==> src/rtl/jtcontra_rom_slot.sv <==
// ---------------------------------------------------------------------------
// jtcontra_rom_slot
//
// Responder end of a graphics ROM request interface. Each requester access
// (rom_cs/rom_addr) becomes one request/acknowledge/data-ready transaction on
// the SDRAM controller port. The last word fetched is kept in a one-word cache,
// so a repeated address is answered in one cycle without touching SDRAM.
//
// Ports
//   clk          system clock
//   rst_n        asynchronous active-low reset
//   downloading  ROM download in progress: flushes cache, blocks new requests
//   rom_cs       requester wants the word at rom_addr
//   rom_addr     requester word address (AW bits)
//   rom_ok       rom_data is valid for the current rom_addr
//   rom_data     read data (registered)
//   sdram_req    request level to the controller, held until sdram_ack
//   sdram_addr   request word address (OFFSET + rom_addr, wraps)
//   sdram_ack    controller accepted the request (one-cycle pulse)
//   data_rdy     sdram_din valid (one-cycle pulse)
//   sdram_din    SDRAM read data
// ---------------------------------------------------------------------------
module jtcontra_rom_slot #(
  parameter int                    AW       = 18,
  parameter int                    SDRAM_AW = 22,
  parameter logic [SDRAM_AW-1:0]   OFFSET   = 22'h0
) (
  input  logic                  clk,
  input  logic                  rst_n,
  input  logic                  downloading,
  input  logic                  rom_cs,
  input  logic [AW-1:0]         rom_addr,
  output logic                  rom_ok,
  output logic [15:0]           rom_data,
  output logic                  sdram_req,
  output logic [SDRAM_AW-1:0]   sdram_addr,
  input  logic                  sdram_ack,
  input  logic                  data_rdy,
  input  logic [15:0]           sdram_din
);

  typedef enum logic [1:0] {
    ST_IDLE = 2'd0,
    ST_REQ  = 2'd1,
    ST_WAIT = 2'd2
  } state_t;

  state_t                state_r;
  logic                  ok_reg_r;
  logic [AW-1:0]         ok_addr_r;
  logic                  cache_valid_r;
  logic [AW-1:0]         cache_addr_r;
  logic [15:0]           cache_data_r;
  logic [AW-1:0]         lat_addr_r;
  // Set when a download overlapped the transaction in flight; its data must
  // not reach the cache even if downloading has already dropped again.
  logic                  drop_r;

  logic                  hit_s;
  logic                  discard_s;
  logic                  lat_match_s;
  logic [SDRAM_AW-1:0]   req_addr_s;

  // Combinational decode of hit, discard and request address
  always_comb begin
    hit_s       = cache_valid_r & (rom_addr == cache_addr_r);
    discard_s   = drop_r | downloading;
    lat_match_s = rom_cs & (rom_addr == lat_addr_r);
    // zero-extend then add; the sum wraps naturally at SDRAM_AW bits
    req_addr_s  = SDRAM_AW'(rom_addr) + OFFSET;
  end

  // Gate the registered ok so a stale value never survives an address change
  assign rom_ok = ok_reg_r & rom_cs & (rom_addr == ok_addr_r) & ~downloading;

  // Transaction state machine, cache and registered outputs
  always_ff @(posedge clk or negedge rst_n) begin
    if (!rst_n) begin
      state_r       <= ST_IDLE;
      ok_reg_r      <= 1'b0;
      ok_addr_r     <= '0;
      cache_valid_r <= 1'b0;
      cache_addr_r  <= '0;
      cache_data_r  <= 16'h0000;
      lat_addr_r    <= '0;
      drop_r        <= 1'b0;
      rom_data      <= 16'h0000;
      sdram_req     <= 1'b0;
      sdram_addr    <= '0;
    end else begin
      case (state_r)
        ST_IDLE: begin
          if (rom_cs && !downloading) begin
            if (hit_s) begin
              rom_data  <= cache_data_r;
              ok_reg_r  <= 1'b1;
              ok_addr_r <= rom_addr;
            end else begin
              ok_reg_r   <= 1'b0;
              sdram_req  <= 1'b1;
              sdram_addr <= req_addr_s;
              lat_addr_r <= rom_addr;
              drop_r     <= 1'b0;
              state_r    <= ST_REQ;
            end
          end
        end
        ST_REQ: begin
          if (sdram_ack) begin
            sdram_req <= 1'b0;
            // data may arrive together with the ack
            if (data_rdy) begin
              if (!discard_s) begin
                cache_data_r  <= sdram_din;
                cache_addr_r  <= lat_addr_r;
                cache_valid_r <= 1'b1;
                if (lat_match_s) begin
                  rom_data  <= sdram_din;
                  ok_reg_r  <= 1'b1;
                  ok_addr_r <= lat_addr_r;
                end
              end
              state_r <= ST_IDLE;
            end else begin
              state_r <= ST_WAIT;
            end
          end
        end
        ST_WAIT: begin
          if (data_rdy) begin
            if (!discard_s) begin
              cache_data_r  <= sdram_din;
              cache_addr_r  <= lat_addr_r;
              cache_valid_r <= 1'b1;
              if (lat_match_s) begin
                rom_data  <= sdram_din;
                ok_reg_r  <= 1'b1;
                ok_addr_r <= lat_addr_r;
              end
            end
            state_r <= ST_IDLE;
          end
        end
        default: begin
          state_r   <= ST_IDLE;
          sdram_req <= 1'b0;
          ok_reg_r  <= 1'b0;
        end
      endcase

      // A download flushes everything; these assignments take priority
      if (downloading) begin
        cache_valid_r <= 1'b0;
        ok_reg_r      <= 1'b0;
        if (state_r != ST_IDLE) begin
          drop_r <= 1'b1;
        end
      end
    end
  end

endmodule

==> config.mk <==
export PLATFORM = sky130hd
export DESIGN_NAME = jtcontra_rom_slot
export DESIGN_NICKNAME = d
export VERILOG_FILES = /design/src/rtl/jtcontra_rom_slot.sv
export SDC_FILE = /design/constraint.sdc
export NUM_CORES = 1
export LEC_CHECK = 0
export CAP_MARGIN = 10
export CORE_MARGIN = 10
export CORE_UTILIZATION = 53
export DETAILED_ROUTE_END_ITERATION = 8
export GPL_TIMING_DRIVEN = 0
export PLACE_DENSITY_LB_ADDON = 0.1
export RECOVER_POWER = 100
export SYNTH_ARGS = -nofsm -noshare
export SYNTH_HDL_FRONTEND = slang
export SYNTH_SLANG_ARGS = --single-unit
==> constraint.sdc <==
create_clock -name clk -period 2.75 [get_ports clk]
set_input_delay 0.55 -clock clk [delete_from_list [all_inputs] [get_ports clk]]
set_output_delay 0.55 -clock clk [all_outputs]
set_load 0.01 [all_outputs]
== After elaboration in Yosys (flattened, before gate mapping) ==
Cells that the tools add are included.

* Bits in registers: 92
* Latch bits: 0
* Memory bits (writable): 0
* Memory bits (read-only): 0
* Bits of input ports: 40
* Word-level logic and storage cells: 95
* Memories kept: 0

* Add/sub/neg operators: 0
* Multipliers: 0
* Divide/modulo/power cells: 0
* Magnitude comparators: 0
* Equality and inequality tests: 12
* Shifts and indexed selects: 0
* Multiplexer cells: 50
* Bitwise gates (word level): 9
* Reductions and logical operators: 14

{| class="wikitable"
|+ Operators by type and width
! cell !! count
|-
| two-way mux 18 bit || 9
|-
| two-way mux 16 bit || 9
|-
| equality test 18 bit || 3
|-
| case mux 18 bit (3 select lines) || 1
|-
| case mux 16 bit (3 select lines) || 1
|-
| case mux 18 bit (2 select lines) || 1
|-
| case mux 16 bit (2 select lines) || 1
|-
| two-way mux 1 bit || 19
|-
| AND reduction 4 bit || 3
|-
| two-way mux 2 bit || 5
|-
| != test 2 bit (second input constant) || 5
|-
| != test 3 bit (second input constant) || 2
|-
| case mux 1 bit (3 select lines) || 2
|-
| case mux 2 bit (3 select lines) || 1
|-
| AND reduction 2 bit || 3
|-
| nonzero test 3 bit || 2
|-
| AND 1 bit || 5
|-
| nonzero test 2 bit || 2
|-
| inverter 1 bit || 3
|-
| AND reduction 3 bit || 1
|-
| equality test 2 x 1 -> 1 bit (second input constant) || 1
|-
| equality test 2 bit (second input constant) || 1
|-
| logical NOT 2 bit || 1
|-
| case mux 1 bit (2 select lines) || 1
|-
| 3 further kinds || 3
|}

== Longest topological paths before layout ==
Gate-level depths: netlist of the first run.

* Word-level depth: 8
* Depth in mapped cells: 8

== Least setup slack after synthesis of the first run ==
No wires, ideal clock.

* Kind: input to register
* Start point: input rom_addr[16]
* End point: register ok_addr_r[10]
* Library setup time: 0.125 ns
* Arrival: 2.264 ns
* Data required time: 2.625 ns
* Path slack: 0.361 ns
* Stages: 7
* Buffers on the path: 1
* Cell sequence: xnor2_1 > nand4_1 > nor4_1 > nand4_2 > a211oi_4 > buf_6 > mux2_2

* Word-level cells in the longest chain between the ends: 7
* Elaborated cells on any way between the ends: 11
* Those cells by class: 3 x eq/ne; 5 x mux; 2 x bitwise; 1 x reduce/logical

{| class="wikitable"
|+ RTL lines
! element !! line !! source
|-
| start: declaration || 32 || <nowiki>input logic [AW-1:0] rom_addr,</nowiki>
|-
| equality test 18 bit || 68 || <nowiki>lat_match_s = rom_cs & (rom_addr == lat_addr_r);</nowiki>
|-
| AND 1 bit || 68 ||
|-
| two-way mux 18 bit (4 in series) || n/a ||
|-
| case mux 18 bit (3 select lines) || n/a ||
|-
| end signal: assignment || 97 || <nowiki>ok_addr_r <= rom_addr;</nowiki>
|-
| end signal: assignment || 120 || <nowiki>ok_addr_r <= lat_addr_r;</nowiki>
|-
| end signal: assignment || 138 || <nowiki>ok_addr_r <= lat_addr_r;</nowiki>
|-
| end: declaration || 50 || <nowiki>logic [AW-1:0] ok_addr_r;</nowiki>
|}

Parallel ways exist; a longest one is shown, timed or not. The select of a mux whose other input is x is not followed.
A chain may end at the register's enable or synchronous reset.

== Worst setup path after layout of the first run ==
* Start point: input data_rdy
* End point: register cache_addr_r[3]

* Word-level cells in the longest chain between the ends: 3

{| class="wikitable"
|+ RTL lines
! element !! line !! source
|-
| start: declaration || 38 || <nowiki>input logic data_rdy,</nowiki>
|-
| two-way mux 18 bit (*) || n/a ||
|-
| two-way mux 18 bit || n/a ||
|-
| case mux 18 bit (2 select lines) (*) || n/a ||
|-
| end signal: assignment || 115 || <nowiki>cache_addr_r <= lat_addr_r;</nowiki>
|-
| end signal: assignment || 133 || <nowiki>cache_addr_r <= lat_addr_r;</nowiki>
|-
| end: declaration || 52 || <nowiki>logic [AW-1:0] cache_addr_r;</nowiki>
|}

Every way passes the cells marked *; elsewhere a longest branch is shown, timed or not. The select of a mux whose other input is x is not followed.

==> flow_summary.json, run 1 <==
{
  "yosysUniqueCellTypes": 36,
  "hold_buffers": 0,
  "drt_iter0_markers": 98,
  "die-area_um2": 12920,
  "outcome": "complete, but fails checks",
  "yosysWarnings": 0,
  "cts_sinks": 92,
  "hold_end": "drop_r$_DFF_PN0_",
  "final_max_slew_viol_count": 37,
  "synth_top_area_cell": "dfrtp_1",
  "cellPowerDensity_nw_per_um2": 1128,
  "grt_pass1_vias": 3202,
  "fin_skew_ns": 0.009989,
  "violations": "max-capacitance violations, max-slew violations",
  "numCtsBuffers": 9,
  "stdcell_area_um2": 5891,
  "hold_ws_ns": 0.4952,
  "timing.fmax_mhz": 383.5,
  "timing.setup.tns_ns": 0,
  "dp_cells": 531,
  "drc": 0,
  "placed_area_um2": 5573,
  "antenna_found_initial": 1,
  "r2r_slack_ns": 0.15,
  "crit_type": "primary input to flop",
  "instances_no_fill": 553,
  "cp.arrival_ns": 2.85,
  "die_y_um": 113.7,
  "viasPerCell": 5.410,
  "ioPinCount": 80,
  "clk_path_buf_depth": 2,
  "start_util": 0.5385,
  "synthCells": 344,
  "vias": 2992,
  "ff2ff_path_depth": 7,
  "vdd_drop_max_mv": 0.5512,
  "worstReg2RegStart": "state_r[0]$_DFFE_PN0P_",
  "p_leak_nw": 2.551,
  "drtPass1Iterations": 4,
  "insertion_delay_ns": 0.35,
  "syn2layout_area_growth_pct": 26.66,
  "crit_chain": "clkdlybuf4s50_1 > nand2b_1 > or3b_2 > or2_2 > clkbuf_1 > clkbuf_1 > mux2_2",
  "hpwl_um": 7469,
  "routabilityCongestion": 0.7902,
  "worstPathMaxFanout": 10,
  "placementRows": 34,
  "yosysTopAreaCellShare": 0.4950,
  "slowest_delay_ns": 0.48,
  "finalHoldViolations": 0,
  "rsz0062_at_grt": "no",
  "hold-path-cell-count": 2,
  "cts-htree-levels": 3,
  "grt_usage": 0.1645,
  "avgSynthCellArea_um2": 13.52,
  "drtAntennaViolNets": 0,
  "cts_tree": "done",
  "synthTopCellsByArea": "dfrtp_1, mux2_2, xnor2_1",
  "rr_endpoint": "cache_addr_r[3]$_DFFE_PN0P_",
  "maxCapViolations": 1,
  "min_period_over_period": 0.9482,
  "netlist_area_um2": 4651,
  "clkTransAtPathRegs_ns": 0.09,
  "ys_seq_area_frac": 0.4950,
  "drt-total-wl_um": 10420,
  "slew_headroom": -0.4147,
  "port_buffers": 75,
  "wl_per_cell_um": 18.84,
  "tightestPinTransition_ns": 2.122,
  "mostFrequentLayoutCell": "mux2_2",
  "final-setup-viol-count": 0,
  "root_buffer": "clkbuf_8",
  "drive_gt1_frac": 0.3626,
  "crit_top_cell": "clkbuf_1",
  "final_cell_mix": "mux2_2, dfrtp_1, xnor2_1, dlygate4sd3_1, clkdlybuf4s50_1",
  "grt_overflow": 0,
  "num-nets-final": 484,
  "hp-class": "flop to flop",
  "fin_crit_ns": 2.608,
  "hp-start": "drop_r$_DFF_PN0_",
  "fillers": 648,
  "ys_seq_elements": 92,
  "grt_pass1_wl_um": 17020,
  "endpoint_kind": "flop",
  "core_area_um2": 8636,
  "critPathLaunchType": "primary input",
  "crit_required_ns": 2.99,
  "fp.dieW_um": 113.7,
  "crit_slowest_cell": "clkdlybuf4s50_1",
  "grt_max_degree": 57
}
timing repair:
action / CTS / global route
pin swaps: 4 / 4
hold endpoints to repair: 0 / 0
buffers inserted: 6 / 0
resized for setup: 16 / 15
setup endpoints to repair: 44 / 44
synthesized netlist by cell type (all sizes together):
| cell type | number |
|---|---|
| inv | 6 |
| or2 | 1 |
| nor2 | 5 |
| nor4b | 1 |
| nor2b | 1 |
| nand2 | 1 |
| nor4 | 6 |
| mux2 | 120 |
| o31a | 1 |
| conb | 1 |
| a21o | 2 |
| buf | 9 |
| a211oi | 1 |
| nand3 | 3 |
| o21bai | 1 |
| a221o | 1 |
| nand2b | 2 |
| xnor2 | 47 |
| o21ba | 1 |
| mux2i | 2 |
| or2b | 1 |
| o21ai | 1 |
| nor3b | 1 |
| a21oi | 4 |
| clkbuf | 8 |
| a2bb2oi | 1 |
| ha | 4 |
| xor2 | 7 |
| nand4 | 11 |
| or3b | 1 |
| dfrtp | 92 |
| a41oi | 1 |
cell families (layout without fill, tap and decap cells):
logic type               Yosys count  count (layout)  synth area share
buffers and inverters             23             120           0.02771
AND/OR/NAND/NOR                   34              34           0.04466
flip-flops                        92              92            0.4950
other                              1               5         0.0008063
AO/OA/AOI/OAI                     14              14           0.02448
multiplexers                     122             122            0.2949
adder cells (fa/ha/maj)            4               4           0.01076
XOR/XNOR                          54              54            0.1017
worst max-delay path by stage:
stage,end,cells after the start,startpoint,slack (ns)
finish,cache_addr_r[3]$_DFFE_PN0P_,7,data_rdy,0.14
global route,ok_addr_r[6]$_DFFE_PN0P_,9,rom_addr[2],0.003
CTS,ok_addr_r[6]$_DFFE_PN0P_,9,rom_addr[15],0.02
detailed placement,rom_data[4]$_DFFE_PN0P_,8,rom_addr[16],-0.80
global placement,cache_data_r[11]$_DFFE_PN0P_,1,rst_n,-2.39
floorplan,ok_addr_r[10]$_DFFE_PN0P_,7,rom_addr[16],0.36
registers in the layout (all words and copies together) (netlist names):
| name | cells |
|---|---|
| cache_valid_r | 1 |
| ok_reg_r | 1 |
| state_r | 2 |
| drop_r | 1 |
| cache_data_r | 16 |
| sdram_req | 1 |
| rom_data | 16 |
| ok_addr_r | 18 |
| cache_addr_r | 18 |
| sdram_addr | 18 |
metrics by stage:
| stage | total power (W) | util | worst slack, ns |
|---|---|---|---|
| after global placement | 0.005635 | 0.6424 | -2.391 |
| final | 0.006644 | 0.6821 | 0.1424 |
| after detailed placement | 0.005748 | 0.6453 | -0.8043 |
| after CTS | 0.006793 | 0.6768 | 0.01907 |
| after global routing | 0.007113 | 0.6821 | 0.003070 |
| after floorplan | 0.004582 | - | 0.3615 |
cell type report:
class	instances	area (um^2)	area share
flip-flops and latches	92	2302	0.3908
multi-input cells	232	2290	0.3887
repair buffers	82	815.8	0.1385
clock buffers	11	141.4	0.02400
well taps	108	135.1	0.02294
plain buffers	17	107.6	0.01827
clock inverters	4	73.82	0.01253
inverters	6	22.52	0.003823
diodes	1	2.502	0.0004248
power by group:
part	internal, W	total (W)	switching, W
Sequential	0.00203	0.00253	0.000500
Combinational	0.00184	0.00311	0.00127
Clock	0.000533	0.00101	0.000472
layer usage:
| metal | global-route usage | share of wire | up-vias |
|---|---|---|---|
| li1 | - | - | 1399 |
| met1 | 0.2166 | 0.44 | 1520 |
| met2 | 0.2554 | 0.49 | 65 |
| met3 | 0.04567 | 0.061 | 8 |
| met4 | 0.05499 | 0.0099 | 0 |
| met5 | 0 | 0 | - |
critical path: cells and delay by family:
| family | cells | cell delay [ns] |
|---|---|---|
| buffers and inverters | 3 | 1.07 |
| AND/OR/NAND/NOR | 3 | 0.84 |
| multiplexers | 1 | 0.37 |
(Power assumes the default switching activity.)
==> inputs of run 2 (changes only) <==
clock period = 2.7 ns   (was 2.75 ns; I/O delays follow)
==> run 2 against run 1 <==
Effect of this change: largest cell class unchanged; clock power is essentially flat; the run still ends with max-capacitance violations, max-slew violations left; design area down 0.62%; utilization decreased by 0.42 points; register-to-register slack improved by 0.04 ns; clock-buffer cell count did not move.
==> flow_summary.json, run 2 (synthesis results as in run 1) <==
{
  "cellPowerDensity_nw_per_um2": 1148,
  "crit_required_ns": 2.16,
  "p_int_w": 0.004460,
  "clkTransAtPathRegs_ns": 0.09,
  "port_buffers": 75,
  "slew_headroom": -0.4155,
  "hold-path-cell-count": 2,
  "worstReg2RegStart": "state_r[0]$_DFFE_PN0P_",
  "antenna_found_initial": 1,
  "power_switching_w": 0.002262,
  "final-setup-viol-count": 0,
  "multi_input_area_um2": 2270,
  "cts_tree": "done",
  "hold_ws_ns": 0.4942,
  "ff2ff_path_depth": 6,
  "vias": 3019,
  "hpwl_um": 7469,
  "rr_endpoint": "rom_data[11]$_DFFE_PN0P_",
  "vdd_drop_max_mv": 0.5611,
  "endpoint_kind": "primary output",
  "grt_max_degree": 57,
  "die_y_um": 113.7,
  "min_period_over_period": 0.9425,
  "fin_skew_ns": 0.01122,
  "fillers": 653,
  "grt_usage": 0.1645,
  "routabilityCongestion": 0.7902,
  "r2r_slack_ns": 0.19,
  "fp.dieW_um": 113.7,
  "final_core_util": 0.6779,
  "grt_overflow": 0,
  "maxCapViolations": 1,
  "cts-htree-levels": 3,
  "grt_pass1_vias": 3202,
  "drc": 0,
  "hold_end": "drop_r$_DFF_PN0_",
  "numCtsBuffers": 9,
  "finalHoldViolations": 0,
  "hp-start": "drop_r$_DFF_PN0_",
  "tightestPinTransition_ns": 2.123,
  "violations": "max-capacitance violations, max-slew violations",
  "root_buffer": "clkbuf_8",
  "viasPerCell": 5.459,
  "die-area_um2": 12920,
  "insertion_delay_ns": 0.35,
  "outcome": "complete, but fails checks",
  "clkPwrFrac": 0.152,
  "fin_crit_ns": 2.545,
  "cts_sinks": 92,
  "drt_iter0_markers": 118,
  "clk_path_buf_depth": 2,
  "worstPathMaxFanout": 5,
  "drive_gt1_frac": 0.3626,
  "hp-class": "flop to flop",
  "seqPwrFrac": 0.383,
  "placementRows": 34,
  "cp.arrival_ns": 2.00,
  "largest_registers": "cache_addr_r x18, ok_addr_r x18, sdram_addr x18",
  "mostFrequentLayoutCell": "mux2_2",
  "drtPass1Iterations": 4,
  "drt-total-wl_um": 10420,
  "drtAntennaViolNets": 0,
  "crit_type": "primary input to primary output",
  "timing.fmax_mhz": 393.0,
  "power_frac_comb": 0.465,
  "core_area_um2": 8636,
  "sw_frac_of_total": 0.3365,
  "start_util": 0.5385,
  "grt_pass1_wl_um": 17020,
  "critPathLaunchType": "primary input",
  "rsz0062_at_grt": "no",
  "syn2layout_area_growth_pct": 25.88,
  "wl_per_cell_um": 18.84,
  "ioPinCount": 80,
  "p_leak_nw": 2.548,
  "num-nets-final": 484,
  "final_max_slew_viol_count": 37,
  "final_cell_mix": "mux2_2, dfrtp_1, xnor2_1, dlygate4sd3_1, clkdlybuf4s50_1",
  "seqCellArea_um2": 2302
}
-- run 2: power by group through the flow --
stage	clock network [W]	registers [W]	logic, W
floorplan	0	0.00262	0.00205
global placement	0	0.00257	0.00317
detailed placement	0	0.00262	0.00324
global route	0.00111	0.00268	0.00342
CTS	0.00104	0.00259	0.00329
finish	0.00103	0.00257	0.00313
-- run 2: how the worst max path moves through the flow --
stage,start,to,slack [ns],depth (start not counted)
2_1_floorplan,rom_addr[16],ok_addr_r[10]$_DFFE_PN0P_,0.32,7
6_report,rom_addr[16],rom_ok,0.16,6
4_1_cts,rom_addr[16],rom_ok,0.02,6
3_3_place_gp,rst_n,cache_data_r[11]$_DFFE_PN0P_,-2.43,1
5_1_grt,rom_addr[6],rom_ok,0.007,6
3_5_place_dp,rom_addr[16],rom_data[4]$_DFFE_PN0P_,-0.84,8
-- run 2: per-stage QoR --
stage	power (W)	cell area, um^2	worst slack (ns)	TNS, ns	cells
global route	0.007201	5854	0.006765	0	553
detailed placement	0.005855	5573	-0.8443	-43.77	531
finish	0.006723	5854	0.1552	0	553
global placement	0.005740	5548	-2.431	-265.09	530
CTS	0.006918	5842	0.02461	0	552
floorplan	0.004667	4662	0.3215	0	347
-- run 2: area by class of cell --
cell class	instances	share of cell area
diodes	1	0.0004274
plain buffers	17	0.01731
clock buffers	11	0.02415
clock inverters	4	0.01261
inverters	6	0.003847
multi-input cells	232	0.3877
flip-flops and latches	92	0.3932
well taps	108	0.02308
repair buffers	82	0.1376
-- run 2: worst max-delay path, cell delays in order --
cell and delay (ns):
dlygate4sd2_1 0.30, xor2_1 0.22, nor4_1 0.29, nand3_1 0.16
nor4_2 0.32, clkbuf_2 0.18
-- run 2: metal layers --
layer	part of all wire	track usage	vias to the layer above
met5	0	0	-
li1	-	-	1406
met1	0.45	0.2166	1548
met4	0.0097	0.05499	0
met2	0.49	0.2554	58
met3	0.056	0.04567	7
-- run 2: repair_timing --
item | in CTS | in global routing
endpoints found under the setup margin | 54 | 62
endpoints found under the hold margin | 0 | 0
hold buffers | 0 | 0
resized for setup | 18 | 22
pin swaps | 6 | 5
buffers inserted | 6 | 0
==> inputs of run 3 (changes only) <==
CORE_ASPECT_RATIO = 0.6   (was default)
==> run 3 against run 2 <==
Effect of this change: the run now ends clean; clock-buffer cell count unchanged; wire length up 2.1%; sequential power hardly changed; worst setup slack worse by 0.058 ns; hold slack got worse by 0.10 ns; combinational power up 2%; design area is 1.8% higher; critical endpoint unchanged; highest routed layer unchanged.
==> flow_summary.json, run 3 (synthesis results as in run 1) <==
{
  "maxCapViolations": 0,
  "num-nets-final": 483,
  "outcome": "finished clean",
  "crit_required_ns": 2.16,
  "grt_usage": 0.1670,
  "viasPerCell": 5.435,
  "drtAntennaViolNets": 0,
  "placed_area_um2": 5578,
  "seqPwrFrac": 0.367,
  "clk_path_buf_depth": 2,
  "start_util": 0.5457,
  "grt_max_degree": 49,
  "timing.fmax_mhz": 384.2,
  "finalHoldViolations": 0,
  "fin_crit_ns": 2.603,
  "drive_gt1_frac": 0.3784,
  "grt_use_met1": 0.2270,
  "port_buffers": 75,
  "hp-class": "primary input to asynchronous set/reset pin",
  "core_area_um2": 8523,
  "slew_headroom": 0.2074,
  "die-area_um2": 13040,
  "crit_type": "primary input to primary output",
  "timing.setup.tns_ns": 0,
  "cp.arrival_ns": 2.06,
  "vias": 3022,
  "die_y_um": 92.56,
  "critPathLaunchType": "primary input",
  "mostFrequentLayoutCell": "mux2_2",
  "stdcell_area_um2": 5962,
  "fin_skew_ns": 0.005518,
  "min_period_over_period": 0.9640,
  "tightestPinTransition_ns": 1.189,
  "rr_endpoint": "cache_addr_r[11]$_DFFE_PN0P_",
  "routabilityCongestion": 0.7848,
  "cts_tree": "done",
  "syn2layout_area_growth_pct": 28.19,
  "drtPass1Iterations": 4,
  "grt_pass1_vias": 3258,
  "vdd_drop_max_mv": 0.7949,
  "cellPowerDensity_nw_per_um2": 1187,
  "cts-htree-levels": 3,
  "grt_pass1_wl_um": 17490,
  "final-setup-viol-count": 0,
  "power_switching_w": 0.002350,
  "antenna_found_initial": 0,
  "grt_busiest_layer": "met2",
  "p_int_w": 0.004725,
  "numCtsBuffers": 9,
  "drc": 0,
  "hold_buffers": 0,
  "worstReg2RegStart": "state_r[0]$_DFFE_PN0P_",
  "clkTransAtPathRegs_ns": 0.06,
  "root_buffer": "clkbuf_16",
  "hpwl_um": 7903,
  "endpoint_kind": "primary output",
  "fp.dieW_um": 140.9,
  "diodes": 0,
  "worstPathMaxFanout": 3,
  "wl_per_cell_um": 19.13,
  "insertion_delay_ns": 0.34,
  "grt_util_met3": 0.04895,
  "r2r_slack_ns": 0.16,
  "final_max_slew_viol_count": 0,
  "drt_iter0_markers": 160,
  "placementRows": 26,
  "drt-total-wl_um": 10640,
  "sw_frac_of_total": 0.3322,
  "cts_sinks": 92,
  "clkPwrFrac": 0.182,
  "hold_ws_ns": 0.3909,
  "rsz0062_at_grt": "no",
  "ff2ff_path_depth": 7,
  "gr-usage-met2": 0.2527,
  "grt_overflow": 0,
  "ioPinCount": 80,
  "p_leak_nw": 2.609,
  "largest_registers": "cache_addr_r x18, ok_addr_r x18, sdram_addr x18",
  "power_frac_comb": 0.451,
  "final_cell_mix": "mux2_2, dfrtp_1, xnor2_1, dlygate4sd3_1, clkdlybuf4s50_1",
  "fillers": 645
}
-- run 3: changes by cell type in the layout (fill, tap and decap cells not counted), sizes merged --
| cell | previous run | this run |
|---|---|---|
| dlygate4sd2 | 13 | 10 |
| bufinv | 2 | 1 |
| clkbuf | 25 | 24 |
| dlymetal6s2s | 7 | 8 |
| diode | 1 | 0 |
| clkinvlp | 0 | 1 |
| clkinv | 2 | 3 |
| clkdlybuf4s50 | 18 | 19 |
| buf | 12 | 13 |
-- run 3: worst max path at each step --
stage                 start                   endpoint  depth (start not counted)
4_1_cts        rom_addr[17]    rom_data[2]$_DFFE_PN0P_                          9
6_report             rom_cs                     rom_ok                          6
3_5_place_dp   rom_addr[16]    rom_data[2]$_DFFE_PN0P_                          8
5_1_grt        rom_addr[10]    rom_data[4]$_DFFE_PN0P_                          9
3_3_place_gp          rst_n   rom_data[12]$_DFFE_PN0P_                          1
2_1_floorplan  rom_addr[16]  ok_addr_r[10]$_DFFE_PN0P_                          7
-- run 3: area by class of cell --
cell class | count | area [um^2] | share of cell area
Sequential cell | 92 | 2302 | 0.3861
Multi-Input combinational cell | 232 | 2291 | 0.3843
Timing Repair Buffer | 81 | 779.5 | 0.1307
Clock buffer | 11 | 252.7 | 0.04239
Tap cell | 112 | 140.1 | 0.02350
Buffer | 17 | 113.9 | 0.01910
Clock inverter | 5 | 60.06 | 0.01007
Inverter | 6 | 22.52 | 0.003778
-- run 3: layer usage --
layer  up-vias  wire length (um)
met1      1534              5148
li1       1418                 -
met3        13               562
met4         0               114
met2        57              4811
met5         -                 0
-- run 3: per-stage QoR --
step,setup slack [ns],power [W],util,instances
6_report,0.09724,0.007075,0.6995,556
4_1_cts,0.005408,0.007240,0.7001,556
3_5_place_dp,-0.8735,0.005855,0.6544,535
5_1_grt,0.006086,0.007542,0.6995,556
3_3_place_gp,-2.338,0.005749,0.6515,534
2_1_floorplan,0.3215,0.004667,-,347
-- run 3: worst max-delay path, stage by stage --
cell and delay [ns]:
clkdlybuf4s50_1 0.53, nand2b_1 0.13, nor4_1 0.19, nand3_1 0.17
nor4_1 0.32, buf_2 0.19
-- run 3: power groups by stage --
| stage | combinational, W | clock (W) | sequential (W) |
|---|---|---|---|
| global placement | 0.00318 | 0 | 0.00257 |
| detailed placement | 0.00323 | 0 | 0.00262 |
| floorplan | 0.00205 | 0 | 0.00262 |
| CTS | 0.00331 | 0.00132 | 0.00261 |
| global route | 0.00346 | 0.00139 | 0.00269 |
| finish | 0.00319 | 0.00129 | 0.00260 |
-- run 3: repair_timing --
item | in CTS | in global routing
buffers inserted | 5 | 0
gates resized for setup | 21 | 25
setup endpoints to repair | 54 | 74
hold endpoints to repair | 0 | 0
pin swaps | 7 | 7
